[src/rtl/fft_seq_pkg.sv]
// fft_seq_pkg
//   Shared definitions for the FFT job sequencer: FSM state encoding,
//   config-word width helper and timeout counter width.
package fft_seq_pkg;

  typedef enum logic [2:0] {
    S_IDLE,
    S_COMMIT,
    S_CFG_WAIT,
    S_TRIG,
    S_STREAM,
    S_RESULT,
    S_DONE
  } state_t;

  localparam int unsigned TO_CNT_W = 16;

  // Config word is {scaleSch, forward}.
  function automatic int unsigned calc_cfg_w(input int unsigned scale_w);
    return scale_w + 1;
  endfunction

endpackage

[src/rtl/fft_rr_arbiter.sv]
// fft_rr_arbiter
//   Combinational round-robin arbiter. Search starts at last_grant+1 and
//   wraps modulo NREQ; the first asserted request wins.
// Ports:
//   req        in  NREQ   request vector
//   last_grant in  IDX_W  index granted most recently (owned by the caller)
//   en         in  1      arbitration enable; grant is all-zero when low
//   grant      out NREQ   one-hot grant
//   grant_idx  out IDX_W  index of the granted requester
module fft_rr_arbiter #(
  parameter int unsigned NREQ  = 2,
  parameter int unsigned IDX_W = (NREQ > 1) ? $clog2(NREQ) : 1
) (
  input  logic [NREQ-1:0]  req,
  input  logic [IDX_W-1:0] last_grant,
  input  logic             en,
  output logic [NREQ-1:0]  grant,
  output logic [IDX_W-1:0] grant_idx
);

  logic             w_found;
  logic [IDX_W-1:0] w_cand;

  always_comb begin
    grant     = '0;
    grant_idx = '0;
    w_found   = 1'b0;
    w_cand    = '0;
    for (int unsigned k = 1; k <= NREQ; k++) begin
      w_cand = IDX_W'((32'(last_grant) + k) % NREQ);
      if (en && !w_found && req[w_cand]) begin
        grant[w_cand] = 1'b1;
        grant_idx     = w_cand;
        w_found       = 1'b1;
      end
    end
  end

endmodule

[src/rtl/fft_job_sequencer.sv]
// fft_job_sequencer
//   Shares one FFT engine between NREQ requesters. Accepts a job
//   round-robin, latches the winner's config word, then sequences
//   config commit -> config handshake -> input trigger -> streaming ->
//   result, and reports completion (or timeout) to the winner.
// Ports:
//   clk, reset             clock, synchronous active-high reset
//   req_valid/req_cfg      per-requester job request and config word
//   req_ready              one-hot acceptance (combinational, IDLE only)
//   done/done_err          one-cycle completion pulse; err=1 on timeout
//   busy                   high whenever not IDLE
//   cfg_word/cfg_commit    config to the FFT config block and commit pulse
//   cfg_tvalid/cfg_tready  config AXIS handshake monitor
//   in_trig/in_streaming   input-stream trigger and streaming flag
//   out_received           output block frame-received pulse
module fft_job_sequencer
  import fft_seq_pkg::*;
#(
  parameter int unsigned NREQ            = 2,
  parameter int unsigned SCALE_SCH_WIDTH = 4,
  parameter int unsigned CFG_W           = calc_cfg_w(SCALE_SCH_WIDTH),
  parameter int unsigned TIMEOUT_CYCLES  = 65535
) (
  input  logic                  clk,
  input  logic                  reset,
  input  logic [NREQ-1:0]       req_valid,
  input  logic [NREQ*CFG_W-1:0] req_cfg,
  output logic [NREQ-1:0]       req_ready,
  output logic [NREQ-1:0]       done,
  output logic                  done_err,
  output logic                  busy,
  output logic [CFG_W-1:0]      cfg_word,
  output logic                  cfg_commit,
  input  logic                  cfg_tvalid,
  input  logic                  cfg_tready,
  output logic                  in_trig,
  input  logic                  in_streaming,
  input  logic                  out_received
);

  localparam int unsigned IDX_W = $clog2(NREQ);
  localparam logic [IDX_W-1:0] LAST_RST = IDX_W'(NREQ - 1);
  // Timeout fires on the cycle the counter would reach TIMEOUT_CYCLES, so the
  // registered done lands exactly TIMEOUT_CYCLES cycles after entering the wait.
  localparam logic [TO_CNT_W-1:0] TO_LAST =
    (TIMEOUT_CYCLES == 0) ? '0 : TO_CNT_W'(TIMEOUT_CYCLES - 1);

  state_t                r_state, w_next;
  logic [IDX_W-1:0]      r_last, r_gidx, w_gidx;
  logic [NREQ-1:0]       w_grant;
  logic [TO_CNT_W-1:0]   r_cnt;
  logic                  r_seen_hi, r_sticky;
  logic                  w_wait, w_ev, w_timeout, w_accept;
  logic [CFG_W-1:0]      w_cfg_sel;

  fft_rr_arbiter #(
    .NREQ  (NREQ),
    .IDX_W (IDX_W)
  ) u_arb (
    .req        (req_valid),
    .last_grant (r_last),
    .en         ((r_state == S_IDLE) && !reset),
    .grant      (w_grant),
    .grant_idx  (w_gidx)
  );

  assign req_ready = w_grant;
  assign w_accept  = |w_grant;
  assign w_cfg_sel = req_cfg[w_gidx*CFG_W +: CFG_W];

  always_comb begin
    w_next = r_state;
    w_ev   = 1'b0;
    unique case (r_state)
      S_IDLE:     if (w_accept) w_next = S_COMMIT;
      S_COMMIT:   w_next = S_CFG_WAIT;
      S_CFG_WAIT: begin
        w_ev = cfg_tvalid && cfg_tready;
        if (w_ev) w_next = S_TRIG;
      end
      S_TRIG:     w_next = S_STREAM;
      S_STREAM: begin
        w_ev = r_seen_hi && !in_streaming;
        if (w_ev) w_next = S_RESULT;
      end
      S_RESULT: begin
        w_ev = out_received || r_sticky;
        if (w_ev) w_next = S_DONE;
      end
      S_DONE:     w_next = S_IDLE;
      default:    w_next = S_IDLE;
    endcase
    w_wait    = (r_state == S_CFG_WAIT) || (r_state == S_STREAM) ||
                (r_state == S_RESULT);
    // Awaited event takes priority over a coincident timeout.
    w_timeout = (TIMEOUT_CYCLES != 0) && w_wait && !w_ev && (r_cnt == TO_LAST);
    if (w_timeout) w_next = S_IDLE;
  end

  always_ff @(posedge clk) begin
    if (reset) begin
      r_state    <= S_IDLE;
      r_last     <= LAST_RST;
      r_gidx     <= '0;
      cfg_word   <= CFG_W'(1);
      r_cnt      <= '0;
      r_seen_hi  <= 1'b0;
      r_sticky   <= 1'b0;
      done       <= '0;
      done_err   <= 1'b0;
      busy       <= 1'b0;
      cfg_commit <= 1'b0;
      in_trig    <= 1'b0;
    end else begin
      r_state <= w_next;
      if (w_accept) begin
        r_gidx   <= w_gidx;
        cfg_word <= w_cfg_sel;
      end
      if ((r_state == S_DONE) || w_timeout) r_last <= r_gidx;

      if (w_next != r_state) r_cnt <= '0;
      else if (w_wait)       r_cnt <= r_cnt + 1'b1;

      r_seen_hi <= (r_state == S_STREAM) && (r_seen_hi || in_streaming);
      // Result pulses outside STREAM/RESULT are stale and never recorded.
      r_sticky  <= ((r_state == S_STREAM) && out_received) ||
                   (r_sticky && (r_state != S_IDLE));

      done     <= ((w_next == S_DONE) || w_timeout) ? (NREQ'(1) << r_gidx) : '0;
      done_err <= w_timeout;
      busy       <= (w_next != S_IDLE);
      cfg_commit <= (w_next == S_COMMIT);
      in_trig    <= (w_next == S_TRIG);
    end
  end

endmodule

[config.mk]
export PLATFORM = sky130hd
export DESIGN_NAME = fft_job_sequencer
export DESIGN_NICKNAME = d
export VERILOG_FILES = /design/src/rtl/fft_seq_pkg.sv /design/src/rtl/fft_rr_arbiter.sv /design/src/rtl/fft_job_sequencer.sv
export SDC_FILE = /design/constraint.sdc
export NUM_CORES = 1
export LEC_CHECK = 0
export ABC_AREA = 1
export BUFFER_PORTS_ARGS = -buffer_cell sky130_fd_sc_hd__clkbuf_2
export CORE_ASPECT_RATIO = 0.5
export CORE_UTILIZATION = 40
export CTS_CLUSTER_SIZE = 28
export DETAILED_ROUTE_END_ITERATION = 10
export GPL_TIMING_DRIVEN = 1
export PLACE_DENSITY = 0.7
export SKIP_CTS_REPAIR_TIMING = 1
export SYNTH_ARGS = -nofsm -noshare
export SYNTH_HDL_FRONTEND = slang
export SYNTH_SLANG_ARGS = --single-unit
[constraint.sdc]
create_clock -name clk -period 1.8 [get_ports clk]
set_input_delay 0.36 -clock clk [delete_from_list [all_inputs] [get_ports clk]]
set_output_delay 0.36 -clock clk [all_outputs]
set_load 0.01 [all_outputs]
==> metrics.md <==
| Metric | Value |
|---|---|
| Outcome | `complete, no violations` |
| WP data arrival | `1.38 ns` |
| Number of top-level pins | `31` |
| CTS Buf Count | `5` |
| Flop-to-flop setup slack | `0.13 ns` |
| Remaining DRCs | `0` |
| Post-Synthesis Mean Instance Area | `7.59 um^2` |
| Routed wire length | `4080 um` |
| RR Endpoint | `r_cnt[2]` |
| Commonest non-fill, non-tap cell in the layout | `nand2_1` |
| Util after Layout | `55.1%` |
| WL/cell | `11.9 um` |
| Hold_ws | `0.309 ns` |
| Worst r2r src | `r_cnt[0]` |
| Root buf cell | `clkbuf_8` |
| Full die area | `4800 um^2` |
| GRT Total Usage | `18.5%` |
| Cell area after synthesis | `1810 um^2` |
| Post-Layout Cell Count | `342` |
| Worst-margin pin slew | `0.285 ns` |
| First-pass GRT wire length | `6960 um` |
| Fin. Hold Viols | `0` |
| Setup crit end kind | `output pin` |
| Fillers | `382` |
| Distinct cell type count after synthesis | `29` |
| Achievable clock frequency | `574 MHz` |
| Flip-flop and latch area | `684 um^2` |
| Worst slew margin | `80.8%` |
| Tmin final | `1.74 ns` |
| Total negative setup slack | `0 ns` |
| Max Cap Viol | `0` |
| Leakage | `0.000899 uW` |
| Number of vias in the routed layout | `1,637` |
| Latest clock arrival within the worst-skew pair | `0.30 ns` |
| Worst hold path class | `in2reg` |
| Share of cells above drive strength 1 | `34.4%` |
| Input/output buffers | `30` |
| Setup WS post-layout | `0.0582 ns` |
| Clock Sinks | `34` |
| GR Overflow Total | `0` |
| Number of global-route vias before repair | `1,564` |
| Slew Viols, Final | `0` |
| Synth top area share | `37.7%` |
| Warnings, synthesis | `0` |
| GPL Wtd Cong | `0.859` |
| Post-Syn Nets | `258` |
| Post-route ant nets | `0` |
| Crit path max fanout | `4` |
| First drt pass iteration count | `4` |
| Die width | `97.0 um` |
| NumNets Final | `307` |
| Final worst-path cycle share | `96.8%` |
| Dpl cells | `332` |
| Cell accounting for the most synthesized area | `dfxtp_1` |
| Core Area | `4100 um^2` |
| Initial Util | `44.0%` |
| Startpoint types | `flip-flop` |
| Vias per cell | `4.79` |
| Finish-stage setup viols | `0` |
| CTS Buffer Depth | `2` |
| Max rail drop VDD | `0.000384 V` |
| Min-delay src | `req_cfg[0]` |
| DP HPWL | `2860 um` |
| Critical path required time | `1.44 ns` |
| Setup Slack @ Placement | `0.0462 ns` |
| Power Density | `757 nW/um^2` |
| Setup Crit Path Kind | `reg2out` |
| Critical Path Sink | `req_ready[1]` |
| Largest net degree at the start of global routing | `17` |
| CTS tree | `done` |
| Synth Instances | `238` |
| Seq cells post-synth | `34` |
| Main area contributors after synthesis | `dfxtp_1 38%, nand2_1 9.1%, nor2_1 6.9%` |
| Most frequent cells in the layout | `42 x nand2_1, 31 x nor2_1, 31 x dfxtp_1, 30 x clkbuf_2, 24 x inv_1` |
| P&R area growth vs syn | `25.3%` |
| Diode count | `0` |
| Sequential cell area fraction in the yosys report | `37.7%` |
| Area occupied by multi-input gates | `1040 um^2` |
| Reg2Reg Depth | `13` |
| Worst Setup SP | `r_state[1]` |
| Clock transition at path regs | `0.07 ns` |
| Die Ht | `49.5 um` |
| Antenna violations before repair | `0` |
| Clock Skews | `0.00519 ns` |
| Htree depth | `2` |
| # rows | `16` |
| 1st-iter DRT viols | `42` |
==> registers in the layout (all words and copies together) (netlist names), 2 cells and up <==
signal / cells
r_cnt: 16
cfg_word: 5
r_state: 3
done: 2
==> cells by family after synthesis <==
kind of cell | share of synthesized area, %
adder cells (fa/ha/maj) | 1.39
AO/OA/AOI/OAI | 5.47
XOR/XNOR | 5.82
flip-flops | 37.7
buffers and inverters | 7.97
AND/OR/NAND/NOR | 41.7
==> how the worst min path moves through the flow <==
stage	endpoint	slack, ns	cells past startpoint
after global routing	cfg_word[4]	0.34	3
after floorplan	done[0]	0.42	1
after detailed placement	done[0]	0.45	1
after CTS	cfg_word[0]	0.31	3
after global placement	done[0]	0.45	1
final	cfg_word[0]	0.31	3
==> critical path: stages, from the launching register on <==
cell	delay (ns)
dfxtp_2	0.34
buf_4	0.15
nor3_4	0.18
nand2_2	0.13
nor2_4	0.13
clkbuf_2	0.14
==> stage by stage <==
step           total power, uW  cell area, um^2
2_1_floorplan             1000             1810
4_1_cts                   1690             2190
3_5_place_dp              1090             2100
3_3_place_gp              1090             2100
5_1_grt                   1780             2260
6_report                  1710             2260
==> routing by layer <==
metal | GRT usage (%) | vias up | routed length, um
met5 | 0 | - | 0
li1 | - | 860 | -
met1 | 23.1 | 733 | 2000
met3 | 3.40 | 8 | 157
met4 | 9.70 | 0 | 92
met2 | 30.9 | 36 | 1830
==> cell type report <==
cell class	count	share of cell area (%)
Clock buffer	7	3.82
Clock inverter	1	0.221
Inverter	28	4.65
Multi-Input combinational cell	173	45.9
Sequential cell	34	30.3
Tap cell	54	2.99
Timing Repair Buffer	45	12.2
==> cells in the mapped netlist (all sizes together) <==
master  number
nor2        40
o21ai       11
nand3b       1
nor3        20
a31oi        1
nand2       55
xor2         8
buf          4
inv         28
nand3       19
o211ai       1
nor4         1
xnor2        4
dfxtp       34
ha           2
or2          1
a211oi       2
nand4        3
a21oi        3
==> power breakdown <==
part	internal, uW	total (uW)	switching, uW
logic	113	306	193
registers	783	803	20.5
clock network	309	602	294
total	1200	1710	507
Power figures use the tool's default switching activity.
